File: config.mk
export PLATFORM = sky130hd
export DESIGN_NAME = hazard_controller
export DESIGN_NICKNAME = d
export VERILOG_FILES = /design/src/rtl/hazard_controller_pkg.sv /design/src/rtl/hazard_sat_counter.sv /design/src/rtl/hazard_controller.sv
export SDC_FILE = /design/constraint.sdc
export NUM_CORES = 1
export LEC_CHECK = 0
export CAP_MARGIN = 5
export CELL_PAD_IN_SITES_DETAIL_PLACEMENT = 1
export CELL_PAD_IN_SITES_GLOBAL_PLACEMENT = 1
export CORE_AREA = 4 4 96 98
export CTS_CLUSTER_DIAMETER = 60
export DETAILED_ROUTE_END_ITERATION = 8
export DIE_AREA = 0 0 100 102
export GPL_ROUTABILITY_DRIVEN = 0
export PLACE_DENSITY = 0.66
export SYNTH_ARGS = -nofsm -noshare
export SYNTH_HDL_FRONTEND = slang
export SYNTH_SLANG_ARGS = --single-unit
File: constraint.sdc
create_clock -name clk -period 3.4 [get_ports clk]
set_clock_uncertainty 0.05 [all_clocks]
set_input_delay 1.02 -clock clk [delete_from_list [all_inputs] [get_ports clk]]
set_output_delay 1.02 -clock clk [all_outputs]
set_load 0.02 [all_outputs]
File: src/rtl/hazard_controller_pkg.sv
// hazard_controller_pkg
// Shared definitions for the pipeline hazard controller:
//   hz_state_e - sequencing state (normal run / waiting on data memory)
//   PCSEL_*    - encodings of the PC next-address select
//   REG_ZERO   - architectural register $zero, which never carries a dependency
package hazard_controller_pkg;

   typedef enum logic [0:0] {
      RUN      = 1'b0,
      MEM_WAIT = 1'b1
   } hz_state_e;

   localparam logic PCSEL_SEQ = 1'b0;
   localparam logic PCSEL_BR  = 1'b1;

   localparam logic [4:0] REG_ZERO = 5'd0;

endpackage

File: src/rtl/hazard_sat_counter.sv
// hazard_sat_counter
// Saturating event counter: increments on each enabled cycle, sticks at all-ones.
// Ports:
//   clk, reset (sync, active-high) - clock and counter clear
//   enable                         - count this cycle
//   count [CNT_W]                  - current count
module hazard_sat_counter #(
   parameter int CNT_W = 16
) (
   input  logic             clk,
   input  logic             reset,
   input  logic             enable,
   output logic [CNT_W-1:0] count
);

   function automatic logic [CNT_W-1:0] sat_inc(input logic [CNT_W-1:0] v);
      return (&v) ? v : v + CNT_W'(1);
   endfunction

   always_ff @(posedge clk) begin
      if (reset)
         count <= '0;
      else if (enable)
         count <= sat_inc(count);
   end

endmodule

File: src/rtl/hazard_controller.sv
// hazard_controller
// Pipeline sequencing controller for the five-stage MIPS pipeline. Decides each
// cycle whether PC and the inter-stage registers advance, freeze or flush, and
// selects the next PC source. Handles multi-cycle data-memory waits (with a
// timeout), branches resolved taken in EX, and load-use hazards, in that
// priority order. All control outputs are combinational from state and inputs.
// Ports:
//   clk, reset                     - clock, sync active-high reset
//   id_rs, id_rt, id_uses_rt       - source operands of the instruction in ID
//   ex_mem_read, ex_rt             - load in EX and its destination register
//   ex_branch_taken                - branch/jump in EX resolved taken
//   mem_req, mem_ready             - data-memory access in MEM and its completion
//   pc_freeze, ifid_freeze         - hold PC / IF/ID
//   ifid_flush, idex_flush         - load NOP into IF/ID / ID/EX
//   exmem_freeze                   - hold ID/EX and EX/MEM
//   memwb_flush                    - load NOP into MEM/WB
//   pc_sel                         - PCSEL_SEQ (PC+4) or PCSEL_BR (branch target)
//   mem_error                      - sticky memory-timeout flag
//   stall_cycles, flush_events     - saturating performance counters
module hazard_controller
   import hazard_controller_pkg::*;
#(
   parameter int MEM_TIMEOUT = 64,
   parameter int CNT_W       = 16
) (
   input  logic             clk,
   input  logic             reset,
   input  logic [4:0]       id_rs,
   input  logic [4:0]       id_rt,
   input  logic             id_uses_rt,
   input  logic             ex_mem_read,
   input  logic [4:0]       ex_rt,
   input  logic             ex_branch_taken,
   input  logic             mem_req,
   input  logic             mem_ready,
   output logic             pc_freeze,
   output logic             ifid_freeze,
   output logic             ifid_flush,
   output logic             idex_flush,
   output logic             exmem_freeze,
   output logic             memwb_flush,
   output logic             pc_sel,
   output logic             mem_error,
   output logic [CNT_W-1:0] stall_cycles,
   output logic [CNT_W-1:0] flush_events
);

   localparam int            TW        = (MEM_TIMEOUT > 2) ? $clog2(MEM_TIMEOUT) : 1;
   localparam logic [TW-1:0] TCNT_LAST = TW'(MEM_TIMEOUT - 1);

   hz_state_e      state_q, state_nx;
   logic [TW-1:0]  tcnt_q, tcnt_nx;
   logic           stall_raw;
   logic           timeout;
   logic           mem_stall;
   logic           branch_act;
   logic           load_use;

   // State, timeout counter and sticky error flag
   always_ff @(posedge clk) begin
      if (reset) begin
         state_q   <= RUN;
         tcnt_q    <= '0;
         mem_error <= 1'b0;
      end else begin
         state_q <= state_nx;
         tcnt_q  <= tcnt_nx;
         if (timeout)
            mem_error <= 1'b1;
      end
   end

   // Hazard resolution and next state
   always_comb begin
      stall_raw    = 1'b0;
      timeout      = 1'b0;
      mem_stall    = 1'b0;
      branch_act   = 1'b0;
      load_use     = 1'b0;
      state_nx     = RUN;
      tcnt_nx      = '0;
      pc_freeze    = 1'b0;
      ifid_freeze  = 1'b0;
      ifid_flush   = 1'b0;
      idex_flush   = 1'b0;
      exmem_freeze = 1'b0;
      memwb_flush  = 1'b0;
      pc_sel       = PCSEL_SEQ;

      // Once an access has timed out the memory is treated as unreliable and
      // its wait requests are no longer honoured.
      stall_raw = mem_req && !mem_ready && !mem_error;
      // The last permitted wait cycle forces a release instead of freezing again.
      timeout   = stall_raw && (state_q == MEM_WAIT) && (tcnt_q == TCNT_LAST);
      mem_stall = stall_raw && !timeout;

      // A taken branch discards the ID instruction, so its hazard is moot.
      branch_act = !mem_stall && ex_branch_taken;
      load_use   = !mem_stall && !ex_branch_taken && ex_mem_read &&
                   (ex_rt != REG_ZERO) &&
                   ((ex_rt == id_rs) || (id_uses_rt && (ex_rt == id_rt)));

      if (mem_stall) begin
         state_nx = MEM_WAIT;
         // Entry cycle leaves the counter at zero; each further wait cycle counts.
         if (state_q == MEM_WAIT)
            tcnt_nx = tcnt_q + TW'(1);
      end

      pc_freeze    = mem_stall || load_use;
      ifid_freeze  = mem_stall || load_use;
      exmem_freeze = mem_stall;
      memwb_flush  = mem_stall;
      ifid_flush   = branch_act;
      idex_flush   = branch_act || load_use;
      pc_sel       = branch_act ? PCSEL_BR : PCSEL_SEQ;
   end

   hazard_sat_counter #(.CNT_W(CNT_W)) u_stall_cnt (
      .clk    (clk),
      .reset  (reset),
      .enable (pc_freeze),
      .count  (stall_cycles)
   );

   hazard_sat_counter #(.CNT_W(CNT_W)) u_flush_cnt (
      .clk    (clk),
      .reset  (reset),
      .enable (branch_act),
      .count  (flush_events)
   );

endmodule

==> flow_metrics.tcl <==
set metrics [dict create \
    status "completed" \
    r2r_slack_ps 940 \
    clock-sinks 40 \
    cts.clk_slew.worst_paths_ps 90 \
    drive_gt1_frac 0.151 \
    internal_power_uw 693 \
    drtPass1Iterations 4 \
    grt_pass1_wl_um 9560 \
    fmax_mhz 297 \
    switchingPower_uw 241 \
    maxSlewViolCount 0 \
    p_sw_frac 0.258 \
    numPortBuffers 61 \
    fillers 1000 \
    maxCapViolCount 0 \
    grtUsageMet2 0.195 \
    cp.arrival_ps 2300 \
    area_delta_synth_final_pct 42.8 \
    num_rows 34 \
    htree_levels 2 \
    hold_path.class "reg -> reg" \
    drt.antenna.violating_nets 0 \
    num-nets-final 335 \
    post-route-period-util 0.991 \
    use_met1 0.150 \
    fin_crit_ps 3370 \
    avgRoutedWirePerCell_um 14.1 \
    clockRootBuffer "clkbuf_8" \
    power_leakage_nw 0.989 \
    synth-seq-cells 40 \
    grt_pass1_vias 1968 \
    die_area_sq_um 10200 \
    num_vias 1974 \
    multi_input_area_sq_um 1160 \
    critPathCaptureType "primary output" \
    start_util 0.242 \
    cts_inserted_buffers 5 \
    synth_cells 245 \
    drt_wl_total_um 5890 \
    antenna_cells 0 \
    drcViolationCount 0 \
    grt_max_degree 30 \
    postSynthAreaPerCell_sq_um 8.35 \
    vias_per_cell 4.71 \
    grtUsageTotal 0.114 \
    finalSetupViolations 0 \
    finalHoldViolCount 0 \
    final_common_cell "dfxtp_1" \
    relSlewSlack 0.452 \
    antenna_found_initial 0 \
    yosysWarnings 0 \
    die_h_um 102 \
    top_usage_layer "met2" \
    rsz0062_at_grt "true" \
    io_pins 62 \
    grt_use_met3 0.0171 \
    core-area_sq_um 8470 \
    hpwlAfterDp_um 4400 \
    die_w_um 100 \
    worstPathRequired_ps 2330 \
    clockBufferDepth 2 \
    cp_max_fo 3 \
    worstMarginPinSlew_ps 822 \
    drt_iter0_markers 39 \
    clock_latency_ps 290 \
    final_cell_mix "40 x dfxtp_1, 39 x clkdlybuf4s50_1, 31 x nor2_1" \
    synth_area_sq_um 2050 \
    synth.distinct_cells 37 \
    combPwrFrac 0.122 \
    layout.area.seq_sq_um 801 \
    vdd_drop_max_v 0.000188 \
    cts_tree "built" \
    crit_type "in -> out" \
    finalPower_uw 934 \
    fin_tns_setup_ps 0 \
    ys_seq_area_frac 0.391 \
    pwr-share-clk 0.367 \
    syn-num-nets 270 \
    seqPwrFrac 0.511 \
    cp-start-kind "primary input" \
    grt-ovfl-total 0 \
    power_density_nw_per_um2 320 \
]
==> layout make-up <==
type | count | area share
Inverter | 9 | 0.0133
Clock buffer | 6 | 0.0283
Tap cell | 108 | 0.0463
Timing Repair Buffer | 73 | 0.234
Multi-Input combinational cell | 181 | 0.399
Sequential cell | 40 | 0.274
Clock inverter | 2 | 0.00514
==> worst max-delay path: stages <==
cell and delay (ps):
clkdlybuf4s15_2 210, buf_6 130, xor2_1 160, nor3_1 160, a32oi_1 100, o31a_1 330, clkinv_4 80, buf_6 110
==> state kept, by name, summed over array words and instances, names as in the netlist <==
signal             count
u_stall_cnt.count     16
tcnt_q                 6
mem_error              1
state_q                1
u_flush_cnt.count     16
==> worst paths after layout <==
kind                        start              endpoint  cells past startpoint
min reg2reg             tcnt_q[0]             tcnt_q[0]                      1
max reg2reg  u_stall_cnt.count[4]  u_stall_cnt.count[7]                      6
min                     tcnt_q[0]             tcnt_q[0]                      1
max                      ex_rt[4]             pc_freeze                      8
==> per-stage QoR <==
step / instances / instance area [sq um] / hold slack, ps / util / setup WS [ps]
floorplan: 245 / 2070 / 368 / - / -18.8
global placement: 406 / 2770 / 384 / 0.327 / -836
detailed placement: 406 / 2770 / 391 / 0.327 / -888
CTS: 416 / 2870 / 412 / 0.339 / -59.6
global route: 419 / 2920 / 464 / 0.345 / -70.7
finish: 419 / 2920 / 405 / 0.345 / 31.0
==> Yosys cell counts <==
library cell	n	area share
o2111ai_1	1	0.0043
nand3_1	11	0.027
clkbuf_1	6	0.011
nor2b_1	2	0.0061
xor2_1	12	0.051
nor4_1	3	0.0092
buf_2	4	0.0098
inv_1	9	0.017
buf_6	1	0.0055
nand4_1	6	0.018
nor2_1	31	0.057
a32oi_1	1	0.0043
and3_4	1	0.0055
and2_1	1	0.0031
and3_1	6	0.018
nor4_2	1	0.0061
o21ai_0	8	0.020
or2_2	1	0.0031
mux2i_1	1	0.0049
and4_1	2	0.0086
or4_1	12	0.044
nand2_1	12	0.022
o31a_1	1	0.0043
or3_1	7	0.021
o211ai_1	1	0.0037
nor3b_1	1	0.0037
buf_4	3	0.011
ha_1	3	0.018
xnor2_1	14	0.060
a21oi_1	18	0.044
nor4b_2	1	0.0073
dfxtp_1	40	0.39
nor3_1	9	0.022
clkbuf_2	1	0.0024
o31ai_1	11	0.040
nand3b_1	1	0.0037
mux2_2	2	0.011
==> power by group through the flow <==
stage	logic [mW]	registers, mW	clock network [mW]
floorplan	0.0515	0.492	0
CTS	0.109	0.477	0.360
global placement	0.109	0.488	0
global route	0.124	0.479	0.372
detailed placement	0.111	0.488	0
finish	0.114	0.477	0.343
==> timing repair <==
action / CTS / global route
hold buffers: 0 / 0
endpoints found under the setup margin: 7 / 7
gates resized for setup: 69 / 21
setup buffers: 2 / 3
pin swaps: 10 / 7
==> routing by layer <==
metal / vias to the layer above / routed length, um
li1: 999 / -
met4: 0 / 47
met1: 953 / 2710
met5: - / 0
met3: 2 / 113
met2: 20 / 3030
==> logic make-up after synthesis <==
group,after synthesis,synth area share
muxes,3,0.0159
AOI/OAI and AO/OA,41,0.120
buffers and inverters,24,0.0563
xor gates and xnor gates,26,0.111
and+or+nand+nor,108,0.286
DFF,40,0.391
adders and majority gates,3,0.0184
Note: power is estimated with default switching activity, not from simulation.
